--- src/rtl/uart_capture_pkg.sv ---
// Shared types and constants for the UART receive capture stage.
package uart_capture_pkg;

   localparam int DATA_BITS = 8;

   typedef enum logic [1:0] {
      IDLE,
      START,
      DATA,
      STOP
   } rx_state_t;

   // Width of a counter that must reach n-1; never narrower than one bit.
   function automatic int cnt_width(input int n);
      return (n <= 2) ? 1 : $clog2(n);
   endfunction

endpackage

--- src/rtl/uart_capture_fifo.sv ---
// First-word-fall-through synchronous FIFO; head reads 0 while empty.
module uart_capture_fifo #(
   parameter int DEPTH = 16,
   parameter int WIDTH = 8
) (
   input  logic                     clk,
   input  logic                     rst,
   input  logic                     clear,
   input  logic                     push,
   input  logic [WIDTH-1:0]         wdata,
   input  logic                     pop,
   output logic [WIDTH-1:0]         rdata,
   output logic [$clog2(DEPTH):0]   count,
   output logic                     full,
   output logic                     empty
);

   localparam int AW = $clog2(DEPTH);

   logic [WIDTH-1:0] mem [DEPTH];
   logic [AW-1:0]    wr_ptr;
   logic [AW-1:0]    rd_ptr;
   logic             push_ok;
   logic             pop_ok;

   assign full    = (count == (AW + 1)'(DEPTH));
   assign empty   = (count == '0);
   assign pop_ok  = pop && !empty;
   // A pop in the same cycle frees the slot being written when full.
   assign push_ok = push && (!full || pop_ok);
   assign rdata   = empty ? '0 : mem[rd_ptr];

   // NOTE: sequential state uses non-blocking assignments so every flop
   // samples pre-edge values, independent of statement order.
   always_ff @(posedge clk or posedge rst) begin
      if (rst) begin
         wr_ptr <= '0;
         rd_ptr <= '0;
         count  <= '0;
      end else if (clear) begin
         wr_ptr <= '0;
         rd_ptr <= '0;
         count  <= '0;
      end else begin
         if (push_ok) wr_ptr <= wr_ptr + AW'(1);
         if (pop_ok)  rd_ptr <= rd_ptr + AW'(1);
         case ({push_ok, pop_ok})
            2'b10:   count <= count + (AW + 1)'(1);
            2'b01:   count <= count - (AW + 1)'(1);
            default: count <= count;
         endcase
      end
   end

   // NOTE: storage is deliberately not reset; empty gating on rdata hides
   // stale contents, and an unreset array maps onto plain RAM.
   always_ff @(posedge clk) begin
      if (push_ok && !clear) mem[wr_ptr] <= wdata;
   end

endmodule

--- src/rtl/uart_rx_capture.sv ---
// 8N1 UART receiver: synchroniser, frame FSM, shifter, error counting and
// a byte FIFO presented on a valid/ready interface.
module uart_rx_capture
   import uart_capture_pkg::*;
#(
   parameter int CLKS_PER_BIT = 32,
   parameter int FIFO_DEPTH   = 16,
   parameter int SYNC_STAGES  = 2
) (
   input  logic                          clk,
   input  logic                          rst,
   input  logic                          rx_i,
   input  logic                          rx_en_i,
   input  logic                          clear_i,
   output logic [DATA_BITS-1:0]          data_o,
   output logic                          valid_o,
   input  logic                          ready_i,
   output logic                          frame_err_o,
   output logic                          overflow_o,
   output logic [7:0]                    err_cnt_o,
   output logic [$clog2(FIFO_DEPTH):0]   count_o
);

   localparam int CW = cnt_width(CLKS_PER_BIT);
   localparam int BW = cnt_width(DATA_BITS);
   localparam logic [CW-1:0] HALF_LAST = CW'(CLKS_PER_BIT / 2 - 1);
   localparam logic [CW-1:0] BIT_LAST  = CW'(CLKS_PER_BIT - 1);
   localparam logic [BW-1:0] LAST_BIT  = BW'(DATA_BITS - 1);

   logic [SYNC_STAGES-1:0] sync_q;
   logic                   rxs;

   rx_state_t              state_q, state_d;
   logic [CW-1:0]          cnt_q, cnt_d;
   logic [BW-1:0]          bit_q, bit_d;
   logic [DATA_BITS-1:0]   shift_q, shift_d;
   logic                   brk_q, brk_d;
   logic                   push_req;
   logic                   ferr;

   logic                   fifo_full;
   logic                   fifo_empty;
   logic                   fifo_pop;

   always_ff @(posedge clk or posedge rst) begin
      if (rst) sync_q <= '1;
      else     sync_q <= {sync_q[SYNC_STAGES-2:0], rx_i};
   end
   assign rxs = sync_q[SYNC_STAGES-1];

   always_ff @(posedge clk or posedge rst) begin
      if (rst) begin
         state_q <= IDLE;
         cnt_q   <= '0;
         bit_q   <= '0;
         shift_q <= '0;
         brk_q   <= 1'b0;
      end else begin
         state_q <= state_d;
         cnt_q   <= cnt_d;
         bit_q   <= bit_d;
         shift_q <= shift_d;
         brk_q   <= brk_d;
      end
   end

   // NOTE: every signal driven here gets a default first, so no path can
   // leave one unassigned and infer a latch.
   always_comb begin
      state_d  = state_q;
      cnt_d    = cnt_q + CW'(1);
      bit_d    = bit_q;
      shift_d  = shift_q;
      brk_d    = brk_q && !rxs;
      push_req = 1'b0;
      ferr     = 1'b0;

      case (state_q)
         IDLE: begin
            cnt_d = '0;
            bit_d = '0;
            if (rx_en_i && !rxs && !brk_q) state_d = START;
         end
         START: begin
            if (cnt_q == HALF_LAST) begin
               cnt_d   = '0;
               state_d = rxs ? IDLE : DATA;
            end
         end
         DATA: begin
            if (cnt_q == BIT_LAST) begin
               cnt_d   = '0;
               shift_d = {rxs, shift_q[DATA_BITS-1:1]};
               if (bit_q == LAST_BIT) state_d = STOP;
               else                   bit_d   = bit_q + BW'(1);
            end
         end
         STOP: begin
            if (cnt_q == BIT_LAST) begin
               cnt_d   = '0;
               state_d = IDLE;
               if (rxs) begin
                  push_req = 1'b1;
               end else begin
                  ferr  = 1'b1;
                  brk_d = 1'b1;
               end
            end
         end
         default: state_d = IDLE;
      endcase

      // Disabling aborts silently: no push, no error, counters parked.
      if (!rx_en_i) begin
         state_d  = IDLE;
         cnt_d    = '0;
         bit_d    = '0;
         push_req = 1'b0;
         ferr     = 1'b0;
      end
   end

   always_ff @(posedge clk or posedge rst) begin
      if (rst) begin
         frame_err_o <= 1'b0;
         err_cnt_o   <= '0;
         overflow_o  <= 1'b0;
      end else begin
         frame_err_o <= ferr;
         if (clear_i)                         err_cnt_o <= '0;
         else if (ferr && err_cnt_o != 8'hFF) err_cnt_o <= err_cnt_o + 8'd1;
         if (clear_i)                                   overflow_o <= 1'b0;
         else if (push_req && fifo_full && !fifo_pop)   overflow_o <= 1'b1;
      end
   end

   assign valid_o  = !fifo_empty;
   assign fifo_pop = ready_i && !fifo_empty;

   uart_capture_fifo #(
      .DEPTH (FIFO_DEPTH),
      .WIDTH (DATA_BITS)
   ) u_fifo (
      .clk   (clk),
      .rst   (rst),
      .clear (clear_i),
      .push  (push_req),
      .wdata (shift_q),
      .pop   (fifo_pop),
      .rdata (data_o),
      .count (count_o),
      .full  (fifo_full),
      .empty (fifo_empty)
   );

endmodule
--- config.mk ---
export PLATFORM = sky130hd
export DESIGN_NAME = uart_rx_capture
export DESIGN_NICKNAME = d
export VERILOG_FILES = /design/src/rtl/uart_capture_pkg.sv /design/src/rtl/uart_capture_fifo.sv /design/src/rtl/uart_rx_capture.sv
export SDC_FILE = /design/constraint.sdc
export NUM_CORES = 1
export LEC_CHECK = 0
export ABC_CLOCK_PERIOD_IN_PS = 5450
export CORE_MARGIN = 3
export CORE_UTILIZATION = 50
export DETAILED_ROUTE_END_ITERATION = 12
export GPL_TIMING_DRIVEN = 0
export MAX_ROUTING_LAYER = met4
export PLACE_DENSITY = 0.66
export SYNTH_ARGS = -nofsm -noshare
export SYNTH_HDL_FRONTEND = slang
export SYNTH_SLANG_ARGS = --single-unit
--- constraint.sdc ---
create_clock -name clk -period 5.45 [get_ports clk]
set_clock_uncertainty 0.1 [all_clocks]
set_input_delay 1.09 -clock clk [delete_from_list [all_inputs] [get_ports clk]]
set_output_delay 1.09 -clock clk [all_outputs]
set_load 0.1 [all_outputs]
==> results_dict.tcl, run 1 <==
set metrics [dict create \
    core.rowCount 43 \
    grt_pass1_vias 4181 \
    dp_hpwl_um 9370 \
    r2r-start "cnt_q[0]$_DFF_PP0_" \
    synth.most_common_cell "edfxtp_1" \
    avgSynthCellArea_um2 16.4 \
    path_class "register to output pin" \
    drt-total-wl_um 14400 \
    synthDistinctLibCells 51 \
    antenna_found_initial 0 \
    die_w_um 127 \
    regToRegSetupSlack_ns 1.83 \
    totalNegativeSetupSlack_ns 0 \
    drtAntennaViolNets 0 \
    maxCapViolations 0 \
    synthTopCellsByArea "edfxtp_1 52%, dfrtp_1 14%, mux4_2 9.8%" \
    synthFlopType "edfxtp_1" \
    start_util_pct 52.0 \
    grt_max_degree 36 \
    cp.arrival_ns 3.61 \
    root_buffer "clkbuf_16" \
    fillers 1087 \
    ios 30 \
    period_needed_ns 4.80 \
    track_usage_pct 19.9 \
    via_per_inst 5.84 \
    fmax_ghz 0.208 \
    synth_enable_flop_cells 128 \
    cts_setup_buffers 0 \
    dieArea_mm2 0.0161 \
    clkSlewWorstSetupHoldPaths_ns 0.06 \
    worstPathRequired_ns 4.26 \
    netlist_top_cells_count "128 x edfxtp_1, 42 x dfrtp_1, 32 x mux4_2, 32 x nor2_1, 20 x nand2_1" \
    syn-num-nets 470 \
    p_per_area_mw_per_mm2 376 \
    first_pass_iters 4 \
    start_kind "register" \
    synth_top_area_cell "edfxtp_1" \
    synthCells 447 \
    cts.path.max_buffers 2 \
    max_slew.worst_pin.slew_ns 0.999 \
    crit_path_end_kind "output pin" \
    vias 4016 \
    gp_congestion 0.818 \
    slew_violations 0 \
    htreeDepth 4 \
    synth_warnings 0 \
    ys_seq_area_share_pct 67.5 \
    worst-path-max-fanout 10 \
    core_area_mm2 0.0141 \
    synthArstFlopShare_pct 25.6 \
    hp-class "register to register" \
    overflow 0 \
    cts_tree "yes" \
    drc 0 \
    rsz0062_at_grt "no" \
    finalPower_w 0.00319 \
    syn_to_final_growth_pct 15.6 \
    port_buffers 28 \
    syn-cell-area_mm2 0.00733 \
    hold_path.startpoint "sync_q[0]$_DFF_PP1_" \
    final_util_pct 60.1 \
    setup_viol 0 \
    yosysTopAreaCellShare_pct 52.4 \
    antenna_cells 0 \
    die_h_um 127 \
    numCtsBuffers 17 \
    relSlewSlack_pct 33.2 \
    layout-drive-gt1-share_pct 18.7 \
    leakagePower_nw 3.31 \
    layout.nets 518 \
    dr.first_iter.drc_count 290 \
    cts.sinks 172 \
    post-route-period-util_pct 88.1 \
    synth_seq_cells 172 \
    cts_resized 0 \
    clkLatencyLatePin_ns 0.43 \
    grt_pass1_wl_um 23300 \
    cts_hold_buffers 0 \
    wl_per_cell_um 20.9 \
    ir_drop_uv 342 \
    startpoint "u_fifo.rd_ptr[1]$_DFFE_PP0P_" \
    outcome "completed" \
    timing.final.hold_violations 0 \
]
## power breakdown
| part | internal (W) | switching [W] | leakage (nW) |
|---|---|---|---|
| combinational | 0.000178 | 0.000347 | 0.922 |
| clock | 0.000738 | 0.000475 | 0.296 |
| sequential | 0.00141 | 0.0000346 | 2.09 |
| total | 0.00233 | 0.000857 | 3.31 |
## cell families after synthesis
family / count (synthesis) / share of synthesized area [%]
flops: 172 / 67.5
fa+ha+maj: 17 / 3.00
mux: 67 / 14.9
compound gates: 49 / 4.83
xor+xnor: 9 / 1.08
buf+inv: 30 / 1.64
simple gates: 103 / 7.07
## path summary, 6_finish.rpt
check	endpoint	cells after the start
max reg2reg	u_fifo.count[4]$_DFFE_PP0P_	11
min	sync_q[1]$_DFF_PP1_	0
min in group asynchronous	cnt_q[1]$_DFF_PP0_	2
max in group asynchronous	sync_q[0]$_DFF_PP1_	3
min reg2reg	sync_q[1]$_DFF_PP1_	0
max	data_o[3]	6
## per-layer routing
metal / global-route usage, % / vias up / wire length (um)
li1: - / 1836 / -
met1: 27.7 / 2050 / 6620
met2: 29.6 / 109 / 6850
met3: 3.85 / 21 / 645
met4: 7.32 / 0 / 255
met5: - / - / 0
## worst max-delay path, stage by stage, from the launching register on
cell and delay, ns:
dfrtp_1 0.37, clkbuf_1 0.34, clkbuf_1 0.57, mux4_2 0.33, mux2i_1 0.11, o22ai_1 0.28, clkdlybuf4s50_1 1.18
## layout make-up
class / instances / area (um2) / share of cell area, %
sequential: 172 / 4950 / 58.4
timing repair buffer: 29 / 300 / 3.54
tap: 180 / 225 / 2.66
clock inverter: 13 / 148 / 1.74
multi-input combinational: 245 / 2280 / 26.9
clock buffer: 19 / 453 / 5.34
buffer: 21 / 86.3 / 1.02
inverter: 9 / 33.8 / 0.399
## state kept, by name (all words and copies together), names as in the netlist
signal and count:
u_fifo.mem 128, err_cnt_o 8, shift_q 8, cnt_q 5, u_fifo.count 5, u_fifo.rd_ptr 4, u_fifo.wr_ptr 4, bit_q 3
state_q 2, sync_q 2, brk_q 1, frame_err_o 1, overflow_o 1
## through the flow
step	instances	worst slack (ns)	hold slack (ns)	area, um2
after CTS	688	0.675	0.256	8480
after global routing	688	0.524	0.258	8480
after floorplan	447	0.413	0.245	7330
after detailed placement	656	1.14	0.247	7880
final	688	0.646	0.257	8480
after global placement	655	0.968	0.246	7840
## layout by cell type, fill, tap and decap left out, types with 8 or more instances in the layout
cell type	n
ha_1	16
a21oi_1	12
clkbuf_1	14
dfrtp_1	42
inv_1	8
clkbuf_16	17
nand3_1	11
mux2_2	12
mux4_2	32
o22ai_1	8
edfxtp_1	128
nand2_1	20
nor2_1	32
clkdlybuf4s50_1	28
mux2i_1	19
(Power assumes the default switching activity.)
==> inputs of run 2 (changes only) <==
Settings changed: ABC_AREA set to 0.
==> results of run 2 <==
Final layout, timing and power as in run 1 (identical DEF).
==> inputs of run 3 (changes only) <==
Settings changed: CORE_UTILIZATION 50 to 65, PLACE_DENSITY 0.66 to 0.82.
==> results_dict.tcl, run 3 (same netlist as run 1, synthesis figures left out) <==
set metrics [dict create \
    outcome "completed" \
    fillers 661 \
    p_seq_share_pct 46.6 \
    crit_path_end_kind "output pin" \
    cts_tree "yes" \
    p_sw_share_pct 27.4 \
    ios 30 \
    multi_input_comb_area_mm2 0.00226 \
    rsz0062_at_grt "no" \
    first_pass_iters 5 \
    cp.arrival_ns 3.58 \
    dp_hpwl_um 9250 \
    numCtsBuffers 17 \
    overflow 0 \
    vias 4171 \
    max_slew.worst_pin.slew_ns 1.31 \
    grt_max_degree 45 \
    antenna_cells 0 \
    worstPathRequired_ns 4.26 \
    regToRegSetupSlack_ns 1.79 \
    path_class "register to output pin" \
    cts.sinks 172 \
    fin_cells 647 \
    die_h_um 112 \
    htreeDepth 4 \
    clkSlewWorstSetupHoldPaths_ns 0.06 \
    p_int_w 0.00225 \
    final_common_cell "edfxtp_1" \
    start_kind "register" \
    largest_register_ffs 128 \
    final_cell_mix "128 x edfxtp_1, 42 x dfrtp_1, 32 x nor2_1, 32 x mux4_2, 28 x clkdlybuf4s50_1" \
    period_needed_ns 4.77 \
    fmax_ghz 0.210 \
    syn_to_final_growth_pct 13.9 \
    reg_top3 "u_fifo.mem: 128 flops, err_cnt_o: 8 flops, shift_q: 8 flops" \
    clkLatencyLatePin_ns 0.41 \
    grt_pass1_vias 4450 \
    root_buffer "clkbuf_16" \
    seq_area_mm2 0.00495 \
    core_area_mm2 0.0109 \
    cts_hold_buffers 0 \
    power_frac_comb_pct 16.8 \
    setup_viol 0 \
    layout.nets 518 \
    core.rowCount 38 \
    p_per_area_mw_per_mm2 372 \
    die_w_um 112 \
    layout-drive-gt1-share_pct 17.0 \
    timing.final.hold_violations 0 \
    drtAntennaViolNets 0 \
    antenna_found_initial 0 \
    slew_violations 0 \
    totalNegativeSetupSlack_ns 0 \
    relSlewSlack_pct 12.2 \
    wl_per_cell_um 23.6 \
    ir_drop_uv 302 \
    final_util_pct 76.3 \
    port_buffers 28 \
    drc 0 \
    post-route-period-util_pct 87.5 \
    grt_pass1_wl_um 24500 \
    power_frac_clock_pct 36.6 \
    fin_hold_ws_ns 0.260 \
    track_usage_pct 27.0 \
    dp_cells 615 \
    finalPower_w 0.00310 \
    cts_resized 0 \
    leakagePower_nw 3.24 \
    hp-class "register to register" \
    maxCapViolations 0 \
    p_sw_w 0.000850 \
    regMostFlops "u_fifo.mem" \
    drt-total-wl_um 15300 \
    start_util_pct 67.0 \
    gp_congestion 0.822 \
    dieArea_mm2 0.0126 \
    cts.path.max_buffers 2 \
    via_per_inst 6.45 \
    cts_setup_buffers 0 \
    worst-path-max-fanout 10 \
    dr.first_iter.drc_count 356 \
]
[run 3: changes by cell type in the layout (fill, tap and decap cells not counted), sizes merged]
cell	delta
clkinv	-3
inv	+1
bufinv	-1
clkinvlp	+3
clkbuf	-1
[run 3: power by group through the flow]
stage                     logic [W]  registers (W)  clock network (W)
after detailed placement   0.000521        0.00147                  0
after global placement     0.000510        0.00147                  0
after CTS                  0.000527        0.00145            0.00115
final                      0.000522        0.00145            0.00114
after global routing       0.000569        0.00145            0.00120
after floorplan            0.000317        0.00156                  0
[run 3: area by class of cell]
cell class,count,area share (%)
buffer,21,1.03
clock buffer,18,5.14
clock inverter,13,1.51
inverter,9,0.405
multi-input combinational,245,27.1
sequential,172,59.3
tap,140,2.10
timing repair buffer,29,3.42
[run 3: critical path, stage by stage, from the launching register on]
cell and delay, ns:
dfrtp_1 0.36, clkbuf_1 0.35, clkbuf_1 0.56, mux4_2 0.35
mux2i_1 0.11, o22ai_1 0.24, clkdlybuf4s50_1 1.18
[run 3: final timing paths]
kind / to / from / cells after the start
setup / recovery: data_o[4] / u_fifo.rd_ptr[1]$_DFFE_PP0P_ / 6
hold / removal: sync_q[1]$_DFF_PP1_ / sync_q[0]$_DFF_PP1_ / 0
setup reg to reg: u_fifo.count[4]$_DFFE_PP0P_ / cnt_q[0]$_DFF_PP0_ / 11
hold reg to reg: sync_q[1]$_DFF_PP1_ / sync_q[0]$_DFF_PP1_ / 0
max in group asynchronous: u_fifo.count[1]$_DFFE_PP0P_ / rst / 2
min in group asynchronous: bit_q[2]$_DFFE_PP0P_ / rst / 2
[run 3: per-stage QoR]
| stage | setup slack (ns) | instance area, um2 |
|---|---|---|
| floorplan | 0.413 | 7330 |
| global placement | 1.21 | 7780 |
| detailed placement | 1.11 | 7780 |
| CTS | 0.712 | 8340 |
| global route | 0.520 | 8350 |
| finish | 0.683 | 8350 |
[run 3: layer usage]
metal  vias to the layer above  global-route usage, %  wire (um)
met2                       162                   42.2       7740
li1                       1829                      -          -
met5                         -                      -          0
met3                        34                   4.85        905
met4                         0                   12.6        488
met1                      2146                   35.2       6120
